**src/rtl/rd_empty_ctrl.sv**
```systemverilog
// Read-side control of an asynchronous FIFO: synchronises the Gray write
// pointer, advances the read pointer and derives empty, level and error flags.
module rd_empty_ctrl #(
  parameter int unsigned ADDR_SIZE   = 4,
  parameter int unsigned SYNC_STAGES = 2
) (
  input  logic                 rd_clk,
  input  logic                 rd_rst,
  input  logic                 rd_inc,
  input  logic [ADDR_SIZE:0]   wr_ptr,
  input  logic [ADDR_SIZE:0]   ae_thresh,
  input  logic                 clr_err,
  output logic [ADDR_SIZE:0]   rd_ptr,
  output logic [ADDR_SIZE-1:0] rd_addr,
  output logic                 rd_empty,
  output logic                 rd_almost_empty,
  output logic [ADDR_SIZE:0]   rd_level,
  output logic                 rd_underflow
);

  typedef logic [ADDR_SIZE:0] ptr_t;

  ptr_t sync_q [SYNC_STAGES];
  ptr_t wr_q_ptr;
  ptr_t wr_bin;

  ptr_t rd_bin_q,  rd_bin_d;
  ptr_t rd_ptr_q,  rd_gray_d;
  ptr_t level_q,   level_d;
  logic empty_q,   empty_d;
  logic aempty_q,  aempty_d;
  logic uflow_q,   uflow_d;
  logic rd_fire;

  // Raw wr_ptr goes straight into the first flop; nothing may sit in front of it.
  always_ff @(posedge rd_clk) begin
    if (!rd_rst) begin
      for (int unsigned i = 0; i < SYNC_STAGES; i++) begin
        sync_q[i] <= '0;
      end
    end else begin
      sync_q[0] <= wr_ptr;
      for (int unsigned i = 1; i < SYNC_STAGES; i++) begin
        sync_q[i] <= sync_q[i-1];
      end
    end
  end

  assign wr_q_ptr = sync_q[SYNC_STAGES-1];

  // Gray to binary: bit i is the XOR of all Gray bits from i up to the MSB.
  always_comb begin
    wr_bin = '0;
    for (int unsigned i = 0; i <= ADDR_SIZE; i++) begin
      wr_bin[i] = ^(wr_q_ptr >> i);
    end
  end

  always_comb begin
    rd_fire   = rd_inc & ~empty_q;
    rd_bin_d  = rd_bin_q + ptr_t'(rd_fire);
    rd_gray_d = (rd_bin_d >> 1) ^ rd_bin_d;
    empty_d   = (rd_gray_d == wr_q_ptr);
    level_d   = wr_bin - rd_bin_d;
    aempty_d  = (level_d <= ae_thresh);
    // A fresh underflow wins over a same-edge clear.
    uflow_d   = (rd_inc & empty_q) | (uflow_q & ~clr_err);
  end

  always_ff @(posedge rd_clk) begin
    if (!rd_rst) begin
      rd_bin_q <= '0;
      rd_ptr_q <= '0;
      empty_q  <= 1'b1;
      aempty_q <= 1'b1;
      level_q  <= '0;
      uflow_q  <= 1'b0;
    end else begin
      rd_bin_q <= rd_bin_d;
      rd_ptr_q <= rd_gray_d;
      empty_q  <= empty_d;
      aempty_q <= aempty_d;
      level_q  <= level_d;
      uflow_q  <= uflow_d;
    end
  end

  assign rd_ptr          = rd_ptr_q;
  assign rd_addr         = rd_bin_q[ADDR_SIZE-1:0];
  assign rd_empty        = empty_q;
  assign rd_almost_empty = aempty_q;
  assign rd_level        = level_q;
  assign rd_underflow    = uflow_q;

endmodule

```
**config.mk**
```make
export PLATFORM = sky130hd
export DESIGN_NAME = rd_empty_ctrl
export DESIGN_NICKNAME = d
export VERILOG_FILES = /design/src/rtl/rd_empty_ctrl.sv
export SDC_FILE = /design/constraint.sdc
export NUM_CORES = 1
export LEC_CHECK = 0
export ABC_AREA = 0
export BUFFER_PORTS_ARGS = -buffer_cell sky130_fd_sc_hd__buf_2
export CORE_MARGIN = 5
export CORE_UTILIZATION = 40
export CTS_CLUSTER_DIAMETER = 150
export CTS_CLUSTER_SIZE = 16
export DETAILED_ROUTE_END_ITERATION = 12
export GPL_ROUTABILITY_DRIVEN = 0
export PLACE_DENSITY = 0.65
export SYNTH_ARGS = -nofsm -noshare
export SYNTH_HDL_FRONTEND = slang
export SYNTH_SLANG_ARGS = --single-unit
```
**constraint.sdc**
```tcl
create_clock -name rd_clk -period 3.2 [get_ports rd_clk]
set_clock_uncertainty 0.15 [all_clocks]
set_input_delay 0.48 -clock rd_clk [delete_from_list [all_inputs] [get_ports rd_clk]]
set_output_delay 0.48 -clock rd_clk [all_outputs]
set_load 0.1 [all_outputs]
```
==> impl_summary.txt <==
----------------------------------------------------
[Worst setup path]
  Startpoint types ... register
  Worst Path Max Fanout ... 2
  Required @ worst endpoint ... 3300 ps
  Register-to-register path setup slack ... 80 ps
  Critical Path Sink Type ... register
  Worst Setup Path Type ... reg2reg
  Path depth of the worst reg2reg path ... 13
  WP data arrival ... 3230 ps
  Source of the worst register-to-register timing path ... sync_q[0][9]
  Reg2reg end ... rd_almost_empty

[Yosys]
  Commonest cells post-synth ... 27 x dfxtp_1, 21 x and2_1, 12 x inv_1
  Synthesized-area fraction occupied by xor and xnor cells ... 0.1569
  Fraction of the mapped netlist area in simple logic gates ... 0.1797
  Seq cells post-synth ... 27
  Cells taking the most area after synthesis ... dfxtp_1 43%, and2_1 10%, ha_1 9.9%
  Count of flip-flops with a built-in enable after synthesis ... 0
  Async set or reset register ratio after synthesis ... 0
  Most common cell in the synthesized netlist ... dfxtp_1
  Total number of yosys warnings ... 0
  Mux cell area share after synthesis ... 0.007944
  Cell taking the most area after synthesis ... dfxtp_1
  Area share of the largest cell type after synthesis ... 0.4290
  Total standard cell area after synthesis ... between 1000 and 1500 sq um
  Mapped Nets ... 147
  Fraction of the mapped netlist area in compound gates ... 0.06356
  Post-synthesis sequential area ratio ... 0.4290
  Adder and majority gate portion of the synthesized area ... 0.1152
  Leading register cell type out of synthesis ... dfxtp_1
  Mean instance size in the synthesized netlist ... a little over 10 sq um
  Dominant combinational cell family by area after synthesis ... simple AND/OR/NAND/NOR gates
  Post-synthesis cell type count ... 25
  Post-synthesis instance total ... 122

[Layout]
  Final nets ... 183
  Util after Layout ... 0.5145
  Syn-to-layout area delta ... 23.63%
  Sequential standard cell area ... approximately 550 sq um
  Design area ... 1558 sq um
  Diodes inserted ... 0
  Footprint of the multi-input gates ... roughly 700 sq um
  Fill cell instance count of the final layout ... 300
  Fraction of final layout cells with drive strength greater than 1 ... 0.3057

[Clock network]
  Clock buffer depth ... 2
  H-tree levels ... 1
  Quantity of hold-fixing buffers added after cts ... 0
  Number of buffers inserted during clock tree synthesis ... 3
  Clk root buf ... clkbuf_4
  Clk sinks ... 27
  Clk Latency, worst-skew pair ... ~320 ps
  TritonCTS clock tree ... yes
  Clock slew at the register clock pins of the worst setup and hold paths ... about 130 ps

[Power]
  Cell area power density ... 559.6 nW/um^2
  Max IR drop VDD ... 0.2794 mV
  Total Power ... 0.8717 mW
  Static leakage ... 0.7693 nW

[Detailed routing]
  Iteration count of the initial detailed-routing pass ... 2
  Number of DRC violations after detailed routing ... 0
  Post-route antenna net violation count ... 0
  Iter 0 DRT Violations ... 16
  Post-Route WL ... 2.201 mm
  Routed wire per std cell ... around 11 um
  Vias ... 868
  Number of vias per cell after detailed routing ... 4.318

[Floorplan]
  Placeable core region ... 3028 sq um
  I/O pin cnt ... 31
  Initial core utilization ... 0.4161
  Area of the die ... 4373 sq um
  Number of placement rows ... 20
  Die outline height ... 66.13 um
  Die boundary width ... 66.13 um

[GRT]
  Number of antenna violations at the first check in global routing ... 0
  Largest net degree at the start of global routing ... 28
  First-pass GRT wire length ... 3.505 mm
  Number of global-route vias before repair ... 833
  Global router's overall resource usage ... 0.1063
  Overflow left after global routing ... 0

[Place]
  Placed wire-length estimate ... 1.668 mm
  Dpl cell area ... 1475 sq um
  Count of input and output buffers ... 30

[Outcome]
  Outcome ... finished clean

[Run]
  Number of violations of the max-capacitance limit ... 0

[Timing]
  Max transition margin ... 0.6774
  Final cycle utilization of the critical path ... 0.9765
  Timing-limited maximum frequency ... 0.3200 GHz
  RSZ-0062 raised after global routing ... true
  Worst-Margin Slew ... 487.2 ps
  Pins Over Slew Limit ... 0
  Final count of negative-setup-slack endpoints ... 0
  Shortest clock period the worst path allows after layout ... 3125 ps
  Final hold viol count ... 0
  Hold slack final ... 203.9 ps

[Hold path]
  Path type of the worst min-delay path ... in2reg
  Hold Path Origin ... wr_ptr[0]
  Hold path cells ... 2
  Endpoint, Worst Hold ... sync_q[0][0]

----------------------------------------------------
## final cells by class
| class | instances | area share |
|---|---|---|
| multi-input combinational | 80 | 0.4498 |
| sequential | 27 | 0.3534 |
| timing repair buffer | 34 | 0.1157 |
| tap | 44 | 0.03534 |
| inverter | 12 | 0.02892 |
| clock buffer | 4 | 0.01687 |
## timing repair
action                                  in CTS  in global routing
resized for setup                            0                 10
endpoints found under the setup margin       0                  1
buffers inserted                             0                  1
endpoints found under the hold margin        0                  0
## kinds of logic after synthesis
group	Yosys count
buf+inv	15
compound gates	10
xor+xnor	21
fa+ha+maj	11
simple gates	37
mux	1
flops	27
## worst max-delay path, stage by stage (launching register included)
cell and delay (ps):
dfxtp_4 390, xor2_4 190, xnor2_2 200, xor2_1 260, xor2_1 200, ha_2 220
fa_1 460, inv_2 90, ha_4 190, nor2b_1 120, o21a_1 160, o21a_1 160
o21a_1 160, o221ai_1 120
## layer usage
layer	track usage	share of wire	vias up
met5	0	0	-
met4	0.05330	0.014	0
met3	0.04422	0.067	2
met2	0.1797	0.50	21
met1	0.1124	0.41	392
li1	-	-	453
## flip-flops by register name, summed over array words and instances, names as in the netlist
register and count:
sync_q 10, rd_bin_q 5, rd_level 5, rd_ptr 4
rd_almost_empty 1, rd_empty 1, rd_underflow 1
## power breakdown
part / internal (mW) / switching, mW
Clock: 0.0488 / 0.0922
Sequential: 0.363 / 0.0121
Combinational: 0.111 / 0.244
Total: 0.523 / 0.349
## worst max-delay path by stage
| stage | startpoint | to | slack [ps] | depth (start not counted) |
|---|---|---|---|---|
| floorplan | rd_bin_q[1] | rd_almost_empty | 3 | 10 |
| global placement | rd_inc | rd_almost_empty | 120 | 12 |
| detailed placement | sync_q[0][8] | rd_almost_empty | 30 | 13 |
| CTS | sync_q[0][8] | rd_almost_empty | 0.4 | 13 |
| global route | sync_q[0][9] | rd_almost_empty | -110 | 13 |
| finish | sync_q[0][9] | rd_almost_empty | 80 | 13 |
## placed cells by master, fill, tap and decap left out
cell type / n
mux2i_1: 1
nor2b_1: 5
dfxtp_2: 2
nand2_1: 4
a21oi_1: 2
xnor2_2: 1
nor2b_4: 1
xnor2_1: 10
buf_2: 30
inv_2: 1
nand2b_1: 1
a21boi_0: 1
ha_4: 1
o41ai_2: 1
xor2_1: 8
dfxtp_1: 23
and4_1: 1
a21o_1: 2
nor2_1: 1
and3_1: 1
and2_1: 21
fa_1: 1
xor2_4: 1
o21a_1: 3
inv_1: 11
xnor3_1: 1
nand3_1: 2
clkbuf_4: 3
ha_2: 1
o221ai_1: 1
dfxtp_4: 2
buf_4: 4
clkbuf_1: 1
ha_1: 8
## through the flow
stage	worst slack [ps]	setup TNS, ps	instances
6_report	75.20	0	201
5_1_grt	-109.7	-109.7	201
4_1_cts	0.3531	0	200
3_5_place_dp	28.83	0	196
3_3_place_gp	117.6	0	196
2_1_floorplan	2.934	0	122
Note: power is estimated with default switching activity, not from simulation.
